[config.mk]
export PLATFORM = sky130hd
export DESIGN_NAME = imm_extend_pipe
export DESIGN_NICKNAME = d
export VERILOG_FILES = /design/src/rtl/imm_extend_pipe.sv
export SDC_FILE = /design/constraint.sdc
export NUM_CORES = 1
export LEC_CHECK = 0
export CORE_MARGIN = 5
export CORE_UTILIZATION = 30
export DETAILED_ROUTE_END_ITERATION = 16
export GPL_ROUTABILITY_DRIVEN = 0
export GPL_TIMING_DRIVEN = 0
export SYNTH_ARGS = -nofsm -noshare
export SYNTH_HDL_FRONTEND = slang
export SYNTH_SLANG_ARGS = --single-unit
[constraint.sdc]
create_clock -name clk -period 9 [get_ports clk]
set_clock_uncertainty 0.1 [all_clocks]
set_input_delay 2.25 -clock clk [delete_from_list [all_inputs] [get_ports clk]]
set_output_delay 2.25 -clock clk [all_outputs]
set_load 0.02 [all_outputs]
[src/rtl/imm_extend_pipe.sv]
// imm_extend_pipe: immediate-extension stage followed by a circular output buffer.
// Each accepted immediate is transformed according to in_mode at push time and
// the OUT_W-bit result is queued; results leave strictly in push order.
//
// Optional feature: define IMM_EXTEND_MODE_STATS_EN to add the mode_hits output,
// four saturating 16-bit push counters (one per mode, mode 3 in the MSBs).
//
// Handshake: a transfer happens on a rising edge where valid and ready are both 1.
// in_ready depends only on occupancy (never on out_ready), and out_valid only on
// occupancy, so there is no combinational path from the input side to the output.
module imm_extend_pipe #(
    parameter int IN_W  = 16,
    parameter int OUT_W = 32,
    parameter int DEPTH = 4
) (
    input  logic                     clk,
    input  logic                     reset,
    input  logic                     in_valid,
    output logic                     in_ready,
    input  logic [IN_W-1:0]          in_imm,
    input  logic [1:0]               in_mode,
    output logic                     out_valid,
    input  logic                     out_ready,
    output logic [OUT_W-1:0]         out_data,
`ifdef IMM_EXTEND_MODE_STATS_EN
    output logic [63:0]              mode_hits,
`endif
    output logic [$clog2(DEPTH):0]   out_count
);

    localparam int PTR_W = $clog2(DEPTH);
    localparam int CNT_W = PTR_W + 1;

    logic [OUT_W-1:0] mem [DEPTH];
    logic [PTR_W-1:0] wr_ptr;
    logic [PTR_W-1:0] rd_ptr;
    logic [CNT_W-1:0] count;

    logic             push;
    logic             pop;
    logic [OUT_W-1:0] sext;
    logic [OUT_W-1:0] zext;
    logic [OUT_W-1:0] result;

    assign in_ready  = (count != CNT_W'(DEPTH));
    assign out_valid = (count != '0);
    assign out_count = count;
    assign out_data  = mem[rd_ptr];
    assign push      = in_valid && in_ready;
    assign pop       = out_valid && out_ready;

    // Extension transform, evaluated on the incoming immediate
    always_comb begin
        sext = {{(OUT_W-IN_W){in_imm[IN_W-1]}}, in_imm};
        zext = {{(OUT_W-IN_W){1'b0}}, in_imm};
        case (in_mode)
            2'b00:   result = sext;
            2'b01:   result = zext;
            2'b10:   result = zext << IN_W;
            default: result = sext << 2;
        endcase
    end

    // Buffer storage: written on push only, contents are not reset
    always_ff @(posedge clk) begin
        if (push && !reset) begin
            mem[wr_ptr] <= result;
        end
    end

    // Pointers and occupancy; pointers wrap naturally since DEPTH is a power of two
    always_ff @(posedge clk) begin
        if (reset) begin
            wr_ptr <= '0;
            rd_ptr <= '0;
            count  <= '0;
        end else begin
            if (push) begin
                wr_ptr <= wr_ptr + 1'b1;
            end
            if (pop) begin
                rd_ptr <= rd_ptr + 1'b1;
            end
            case ({push, pop})
                2'b10:   count <= count + 1'b1;
                2'b01:   count <= count - 1'b1;
                default: count <= count;
            endcase
        end
    end

`ifdef IMM_EXTEND_MODE_STATS_EN
    logic [15:0] hits [4];

    // Per-mode push counters, saturating at all ones
    always_ff @(posedge clk) begin
        if (reset) begin
            for (int m = 0; m < 4; m++) begin
                hits[m] <= '0;
            end
        end else begin
            for (int m = 0; m < 4; m++) begin
                if (push && (in_mode == 2'(m)) && (hits[m] != 16'hFFFF)) begin
                    hits[m] <= hits[m] + 16'd1;
                end
            end
        end
    end

    assign mode_hits = {hits[3], hits[2], hits[1], hits[0]};
`endif

endmodule

; ---- Word-level counts from Yosys, hierarchy flattened
; Memory sizes are Yosys's and may differ from the RTL's. A register that Yosys moved wholly into a read port is not among the register bits.
; Cells that the tools add are included.
[word_totals]
regBits = 7
ram_bits = 128
input_bits = 22
out_inout_bits = 37
word_cells = 26
memories = 1
[memory_table]
columns = memory, words, word_bits, rd, rd_ports_with_merged_regs, wr, line
row1 = mem, 4, 32, 1, 1, 1, 34  ; logic [OUT_W-1:0] mem [DEPTH];
[classes]
add_sub_neg = 4
n_eq_ne = 5
muxes = 6
reduce_logical = 7
[op_table]
columns = op, count
row1 = $pmux 32 s3, 1
row2 = $pmux 3 s2, 1
row3 = $add 2x1->2 const B, 2
row4 = $eq 2x1->1 const B, 2
row5 = $eq 2x2->1 const B, 2
row6 = $mux 2, 2
row7 = $add 3x1->3 const B, 1
row8 = $logic_and 1x1->1, 3
row9 = $ne 3x3->1 const B, 1
row10 = $reduce_bool 3->1, 1
row11 = $sub 3x1->3 const B, 1
row12 = $logic_not 2->1, 1
row13 = $mux 1, 2
row14 = $reduce_bool 2->1, 1
row15 = $logic_not 1->1, 1

; ---- Longest topological paths before layout
[depth]
word_depth = 5
mapped_depth = 9
mapped_depth_nobuf = 9

; ---- Worst setup path before layout
; OpenSTA, ideal clock, no wires.
[synth_timing]
path_kind = input-to-reg
start = input in_valid
end = memory mem[0][0], enable pin
setup_time_ps = 468
arrival_time_ps = 4877
required_time_ps = 8432
setup_slack_ps = 3555
cell_stages = 3
n_path_buf = 0
cell_sequence = and2_4 inv_1 nor3b_1
[synth_via]
elab_chain_cells = 4
[synth_lines]
columns = item, line
row1 = "start, declared", 18  ; input logic in_valid,
row2 = $logic_and 1x1->1, 49  ; assign push = in_valid && in_ready;
row3 = $logic_and 1x1->1, 66  ; if (push && !reset) begin
row4 = $mux 1, 66
row5 = $mux 1 (implied by the code), 67  ; mem[wr_ptr] <= result;
row6 = "end, declared", 34
; Every way passes these cells.

==> out/metrics.csv <==
stage,metric,value,unit
setup_path,endpoint class of the critical path,output port,
setup_path,Reg2Reg Launch Point,out_count[2],
yosys,Compound-Gate Fraction of Synth Area,0.0509,
finish,"most common cell after layout, fill and taps aside",edfxtp_1,
finish,share of layout cells above drive strength 1,0.242,
clock_tree,cts hold-fix bufs,0,
global_route,pin count of the biggest net entering global routing,17,
finish,most frequent cells in the layout,"edfxtp_1 (128), clkdlybuf4s50_1 (58), mux4_2 (32)",
floorplan,die area,0.0208,mm^2
detailed_routing,drt drc,0,
pwr,PD cells,277,mW/mm^2
clock_tree,CTS Buffer Depth,2,
finish,Final #Nets,381,
yosys,post-synthesis cell area,0.00541,mm^2
sta,worst-margin pin slew,969,ps
setup_path,"Req. time, crit path",6650,ps
setup_path,worst-path maximum fanout,10,
yosys,biggest area consumer among synthesized cells,edfxtp_1,
finish,Area Growth Syn to Fin,29.0,%
detailed_routing,via count,2820,
clock_tree,Clock Tree Root,clkbuf_16,
yosys,largest family of logic cells by synthesized area,multiplexers,
setup_path,Top delay family on crit path,buffers and inverters,
floorplan,die height,144,um
clock_tree,CTS tree,done,
yosys,sequential-to-total area share from yosys stat,0.744,
global_route,initial antenna violation count,1,
sta,Tcrit/Tclk final,0.529,
clock_tree,clock transition at the registers of the reported paths,50,ps
yosys,Adder-Cell Fraction of Synth Area,0.0153,
detailed_routing,drt first-iter violations,194,
min_path,hold path startpoint,wr_ptr[1],
global_route,GRT Total Usage,0.115,
yosys,Area contributors post-synth,"edfxtp_1 (71%), mux4_2 (13%), dfxtp_1 (3.3%)",
detailed_routing,WL/cell,19.2,um
floorplan,die width,144,um
sta,Fin. Hold Viols,0,
finish,final instance area,0.00697,mm^2
sta,Tmin final,4760,ps
clock_tree,setup repair bufs after CTS,0,
yosys,area share of the largest cell type after synthesis,0.711,
clock_tree,total CTS buffers,17,
clock_tree,CTS H-tree depth,4,
setup_path,critical path class,flip-flop to output port,
min_path,Min-Delay Endpoint,wr_ptr[1],
setup_path,worst-path cell chain,buf_1 -> mux4_2 -> clkdlybuf4s50_1,
detailed_routing,Routed Antenna Nets,0,
clock_tree,Sink Count,137,
sta,max frequency,0.210,GHz
global_route,vias in the first global route,3040,
setup_path,CP max-delay cell,buf_1,
pwr,Static Leak,2.37,nW
yosys,Synth Instances,264,
floorplan,core area,0.0178,mm^2
min_path,Worst Hold Depth,2,
sta,Slew HR,0.351,
status,outcome,finished clean,
yosys,Mapped Nets,292,
setup_path,Worst setup SP type,flip-flop,
setup_path,reg2reg end,out_count[2],
global_route,gr ovfl total,0,
placement,PortBufs,58,
clock_tree,Worst-Skew Late Latency,400,ps
global_route,first-pass GRT wire length,17500,um
placement,post-DP HPWL,8160,um
yosys,Synth cell types,31,
yosys,Ys Warns,0,
detailed_routing,routed vias/inst,4.76,
sta,final setup violation count,0,
finish,# diodes,0,
yosys,Synth Area in XOR/XNOR,0.00648,
floorplan,IO Pins,59,
yosys,syn_area_per_cell,20.5,um^2
detailed_routing,Detailed Routing Iterations Pass 1,4,
floorplan,Site Rows,49,
setup_path,crit path DAT,2410,ps
placement,Post-DP Area,0.00643,mm^2
detailed_routing,final wirelength,11400,um
setup_path,"slowest stage delay, CP",570,ps
yosys,Synth Register Bits,137,
setup_path,Buf/Inv on CP,2,
sta,RSZ-0062 raised after global routing,no,
yosys,Synth Area in Simple Gates,0.0261,
setup_path,Reg2Reg Setup Slack,6270,ps
yosys,mux contribution to synthesized area,0.140,
pwr,VDD IR max,0.157,mV
job,Max Cap Viol,0,
setup_path,worst r2r path cells,9,
sta,fin. max-slew vios,0,
floorplan,Initial Utilization,0.303,
min_path,HP Class,flip-flop to flip-flop,
clock_tree,PostCTS Resize Cnt,0,
sta,setup TNS,0,ps
## cells in the mapped netlist
library cell	number
a21o_1	14
a21oi_1	3
a22o_1	13
and2_1	1
and2_4	1
buf_1	3
buf_2	5
buf_4	2
clkbuf_1	2
clkbuf_2	1
dfxtp_1	9
edfxtp_1	128
fa_1	1
ha_1	5
inv_1	8
mux2_4	1
mux2i_1	2
mux4_2	32
nand2_1	2
nand2b_1	2
nor2_1	10
nor2b_1	2
nor3b_1	4
o21a_1	1
o21ai_0	3
o311ai_0	1
o31a_2	1
or3_2	2
or3b_4	1
xnor2_1	1
xor2_1	3
## metrics by stage
stage	setup slack (ps)	cells	total power [mW]	util	hold slack [ps]
global placement	843	551	1.31	0.352	402
finish	4240	593	1.93	0.391	415
floorplan	3560	264	1.10	-	381
CTS	4150	593	1.96	0.391	422
global route	4120	593	2.02	0.391	443
detailed placement	4260	563	1.32	0.361	414
## worst max path at each step
stage          startpoint  slack (ps)            to  cells after the start
5_1_grt         flip-flop        4120  out_data[10]                      4
3_5_place_dp        reset        4260     mem[2][6]                      5
3_3_place_gp        reset         840     mem[0][6]                      3
4_1_cts         flip-flop        4150  out_data[14]                      3
6_report        flip-flop        4240  out_data[12]                      3
2_1_floorplan    in_valid        3560     mem[0][0]                      3
## worst reg2reg max path, delay by kind of cell (launching register included)
family	cells	cell delay (ps)
adders and majority gates	2	610
and+or+nand+nor	3	990
DFF	1	420
AOI/OAI and AO/OA	1	140
buffers and inverters	2	240
xor gates and xnor gates	1	160
## power by group
part	leakage, nW	switching, mW	internal [mW]
clock	0.263	0.241	0.399
combinational	0.853	0.261	0.265
sequential	1.25	0.0199	0.748
## state kept, by name, indices dropped and copies added, names as in the netlist, named ones only
| name | count |
|---|---|
| mem | 128 |
| wr_ptr | 2 |
| rd_ptr | 2 |
| out_count | 3 |
## per-layer routing
metal  global-route usage  vias to the layer above  part of all wire
li1                     -                     1258                 -
met1                0.149                     1464              0.43
met2                0.188                       78              0.50
met3               0.0347                       18             0.059
met4               0.0334                        2             0.014
met5                    0                        -            0.0011
## logic make-up after synthesis
group / after synthesis
adder cells (fa/ha/maj): 6
AND/OR/NAND/NOR: 25
XOR/XNOR: 4
flip-flops: 137
multiplexers: 35
buffers and inverters: 21
AO/OA/AOI/OAI: 36
## area by class of cell
class / count / area [um^2]
flip-flops and latches: 137 / 4020
multi-input cells: 106 / 1310
plain buffers: 13 / 63.8
well taps: 229 / 287
fillers: 1579 / 10900
clock inverters: 11 / 108
clock buffers: 19 / 433
inverters: 8 / 30.0
repair buffers: 70 / 719
Power figures use the tool's default switching activity.
==> RTL edit 1 (same settings) <==
Remove the case item `2'b10` of the case on `in_mode`.
--- a/src/rtl/imm_extend_pipe.sv
+++ b/src/rtl/imm_extend_pipe.sv
@@ -56,7 +56,6 @@
         case (in_mode)
             2'b00:   result = sext;
             2'b01:   result = zext;
-            2'b10:   result = zext << IN_W;
             default: result = sext << 2;
         endcase
     end
Check against the original RTL: not equivalent (a bounded check fails within 4 cycles, from zero or initial values and one cycle with reset high).
==> RTL edit 1 against the original RTL <==
Combinational power down 14%; worst setup slack worse by 0.0013 ns; die area is 35% lower; worst hold slack better by 0.014 ns; first-iteration DRC count shrank 54%; global-route usage down 0.87 points; sequential cell count fell by 56; clock power shrank 39%; maximum frequency hardly changed; synthesized area decreased by 37%; total power decreased by 33%; final area fell by 35%; wire length down 41%; highest routed layer is now met4.
==> RTL edit 1: results <==
{
  "status": "finished, final reports clean",
  "leakage_nw": 1.52,
  "synth_xor_area_frac": 0.0103,
  "dp_hpwl_um": 4740,
  "hold_slack_ns": 0.428,
  "crit_path_max_fanout": 15,
  "grt_pass1_vias": 1874,
  "slew-limit-headroom": 0.343,
  "drt_iter0_markers": 90,
  "num-nets-final": 281,
  "synth.top_cells.by_area": "edfxtp_1 64%, mux4_2 12%, dfxtp_1 5.3%",
  "numCtsBuffers": 9,
  "cts_htree_levels": 3,
  "muxShareOfSynthArea": 0.174,
  "grt_max_degree": 16,
  "seq_area_frac_synth": 0.692,
  "antenna_found_initial": 0,
  "holdPathEnd": "rd_ptr[1]",
  "largest_reg_flops": 72,
  "drive_gt1_frac": 0.310,
  "synth_fp_nets": 209,
  "post_drt_wl_per_cell_um": 16.8,
  "grt_pass1_wl_um": 10500,
  "grt_use_total": 0.106,
  "min-delay-start": "rd_ptr[1]"
}
==> RTL edit 1: area by class of cell <==
class                   instances  area [sq um]
plain buffers                  21           140
clock buffers                   9           225
clock inverters                 7           101
fillers                      1012          6400
inverters                       7          26.3
multi-input cells              72           897
flip-flops and latches         81          2340
well taps                     140           175
repair buffers                 61           627
==> RTL edit 1: worst max-delay path by stage <==
stage / endpoint / slack, ns / cells past startpoint
after floorplan: mem[0][0] / 4.60 / 3
after global placement: mem[0][14] / 2.96 / 3
after detailed placement: mem[3][10] / 4.43 / 4
after CTS: out_data[2] / 4.16 / 4
after global routing: out_data[30] / 4.10 / 4
final: out_data[30] / 4.24 / 4
==> RTL edit 1: power groups by stage <==
stage,logic (mW),clock network (mW),registers [mW]
floorplan,0.270,0,0.470
global placement,0.450,0,0.468
detailed placement,0.458,0,0.467
CTS,0.461,0.402,0.459
global route,0.485,0.420,0.462
finish,0.452,0.393,0.459
==> RTL edit 1: layer usage <==
| layer | up-vias | track usage | wire [um] |
|---|---|---|---|
| met1 | 878 | 0.137 | 2990 |
| met2 | 33 | 0.170 | 3350 |
| met5 | - | 0 | 0 |
| met4 | 0 | 0.0441 | 103 |
| met3 | 10 | 0.0269 | 231 |
| li1 | 829 | - | - |
==> RTL edit 1: kinds of logic after synthesis <==
logic type               after synthesis
XOR/XNOR                               4
adder cells (fa/ha/maj)                6
AND/OR/NAND/NOR                       21
buffers and inverters                 28
AO/OA/AOI/OAI                          7
flip-flops                            81
multiplexers                          34
==> RTL edit 1: worst min-delay path, delay by kind of cell (launching register included) <==
family / cells / cell delay, ns
and+or+nand+nor: 1 / 0.11
DFF: 1 / 0.32
xor gates and xnor gates: 1 / 0.06
==> RTL edit 1: per-stage QoR <==
stage | cell area [sq um] | std cells | total power, mW | utilization
CTS | 4530 | 398 | 1.32 | 0.415
finish | 4530 | 398 | 1.30 | 0.415
detailed placement | 4210 | 382 | 0.925 | 0.385
global route | 4530 | 398 | 1.37 | 0.415
floorplan | 3390 | 181 | 0.740 | -
global placement | 4130 | 378 | 0.918 | 0.378
==> RTL edit 2 (same flow settings) <==
Without the edit above. Add a define of `IMM_EXTEND_MODE_STATS_EN`.
--- a/src/rtl/imm_extend_pipe.sv
+++ b/src/rtl/imm_extend_pipe.sv
@@ -8,6 +8,8 @@
 // Handshake: a transfer happens on a rising edge where valid and ready are both 1.
 // in_ready depends only on occupancy (never on out_ready), and out_valid only on
 // occupancy, so there is no combinational path from the input side to the output.
+`define IMM_EXTEND_MODE_STATS_EN
+
 module imm_extend_pipe #(
     parameter int IN_W  = 16,
     parameter int OUT_W = 32,
Behaviour (old outputs only; new: mode_hits): unchanged (Yosys induction, for registers that start in step).
==> RTL edit 2 against the original RTL <==
Non-clock buffer count increased by 64; wire length increased by 79%; critical path type unchanged; largest power group unchanged; register-to-register slack about the same; final area increased by 65%; worst setup slack got worse by 0.24 ns; first-iteration DRC count increased by 86%; global-route usage increased by 0.26 points; total power increased by 43%; clock power increased by 55%; synthesized area increased by 66%; largest cell class unchanged; sequential cell count increased by 64; critical path depth increased by 1; sequential share of layout area decreased by 6.1 points.
==> RTL edit 2: results <==
{
  "status": "finished, final reports clean",
  "bufAreaShareNonClock": 0.117,
  "clkLatencyLatePin_ns": 0.52,
  "clkbuf_count": 31,
  "synth_edf_count": 192,
  "seq_share": 0.516,
  "cts_htree_levels": 1,
  "clock_path_buffers": 3,
  "numCtsBuffers": 24,
  "drt-vias-per-instance": 4.82,
  "dp_hpwl_um": 13700,
  "grt_pass1_vias": 5585,
  "drtPass1Iterations": 5,
  "num-fill-cells": 2791,
  "holdPathEnd": "wr_ptr[1]",
  "grt_pass1_wl_um": 31700,
  "port_buffers": 121,
  "r2r_end": "hits[3][11]",
  "ys_top_cells_by_count": "192 x edfxtp_1, 67 x nor2_1, 38 x xnor2_1, 32 x mux4_2, 30 x nand3_1",
  "min-delay-start": "wr_ptr[1]",
  "wirelength_um": 20400,
  "clock_area_frac": 0.0705,
  "pre_cts_slack_ns": 4.28,
  "leakage_nw": 3.64,
  "ys_seq_elements": 201,
  "placed_area_sq_um": 10700,
  "power.total_mw": 2.77,
  "synth.top_cells.by_area": "edfxtp_1 64%, mux4_2 8.0%, xnor2_1 3.7%",
  "synth_fp_nets": 647,
  "buffers_excl_clock": 147,
  "hold_slack_ns": 0.413,
  "num-nets-final": 794,
  "clkPwrFrac": 0.358,
  "irDropWorstVdd_uv": 132,
  "drive_gt1_frac": 0.128,
  "post_drt_wl_per_cell_um": 17.4,
  "cp_slowest_cell": "mux4_2",
  "slowest_delay_ns": 0.61,
  "r2r_start": "hits[3][0]",
  "dp_cells": 1126,
  "synthDistinctLibCells": 41,
  "slew-limit-headroom": 0.389
}
[RTL edit 2: layer usage]
metal  wire [um]  global-route usage  up-vias
met5          13                   0        -
met1        9240               0.166     2771
met4         397              0.0232        2
li1            -                   -     2649
met3        1750              0.0361       34
met2        8940               0.181      186
[RTL edit 2: cell families (layout without fill, tap and decap cells)]
family / after synthesis / after routing / synth area share
AO/OA/AOI/OAI: 67 / 67 / 0.0455
AND/OR/NAND/NOR: 204 / 204 / 0.121
adder cells (fa/ha/maj): 10 / 10 / 0.0148
buffers and inverters: 45 / 210 / 0.0231
flip-flops: 201 / 201 / 0.661
XOR/XNOR: 56 / 56 / 0.0546
multiplexers: 32 / 32 / 0.0802
[RTL edit 2: how the worst max path moves through the flow]
stage | end | from
global route | out_data[22] | flop
CTS | out_data[22] | flop
finish | out_data[22] | flop
detailed placement | hits[1][13] | in_mode[0]
floorplan | hits[3][0] | in_valid
global placement | hits[3][3] | in_mode[0]
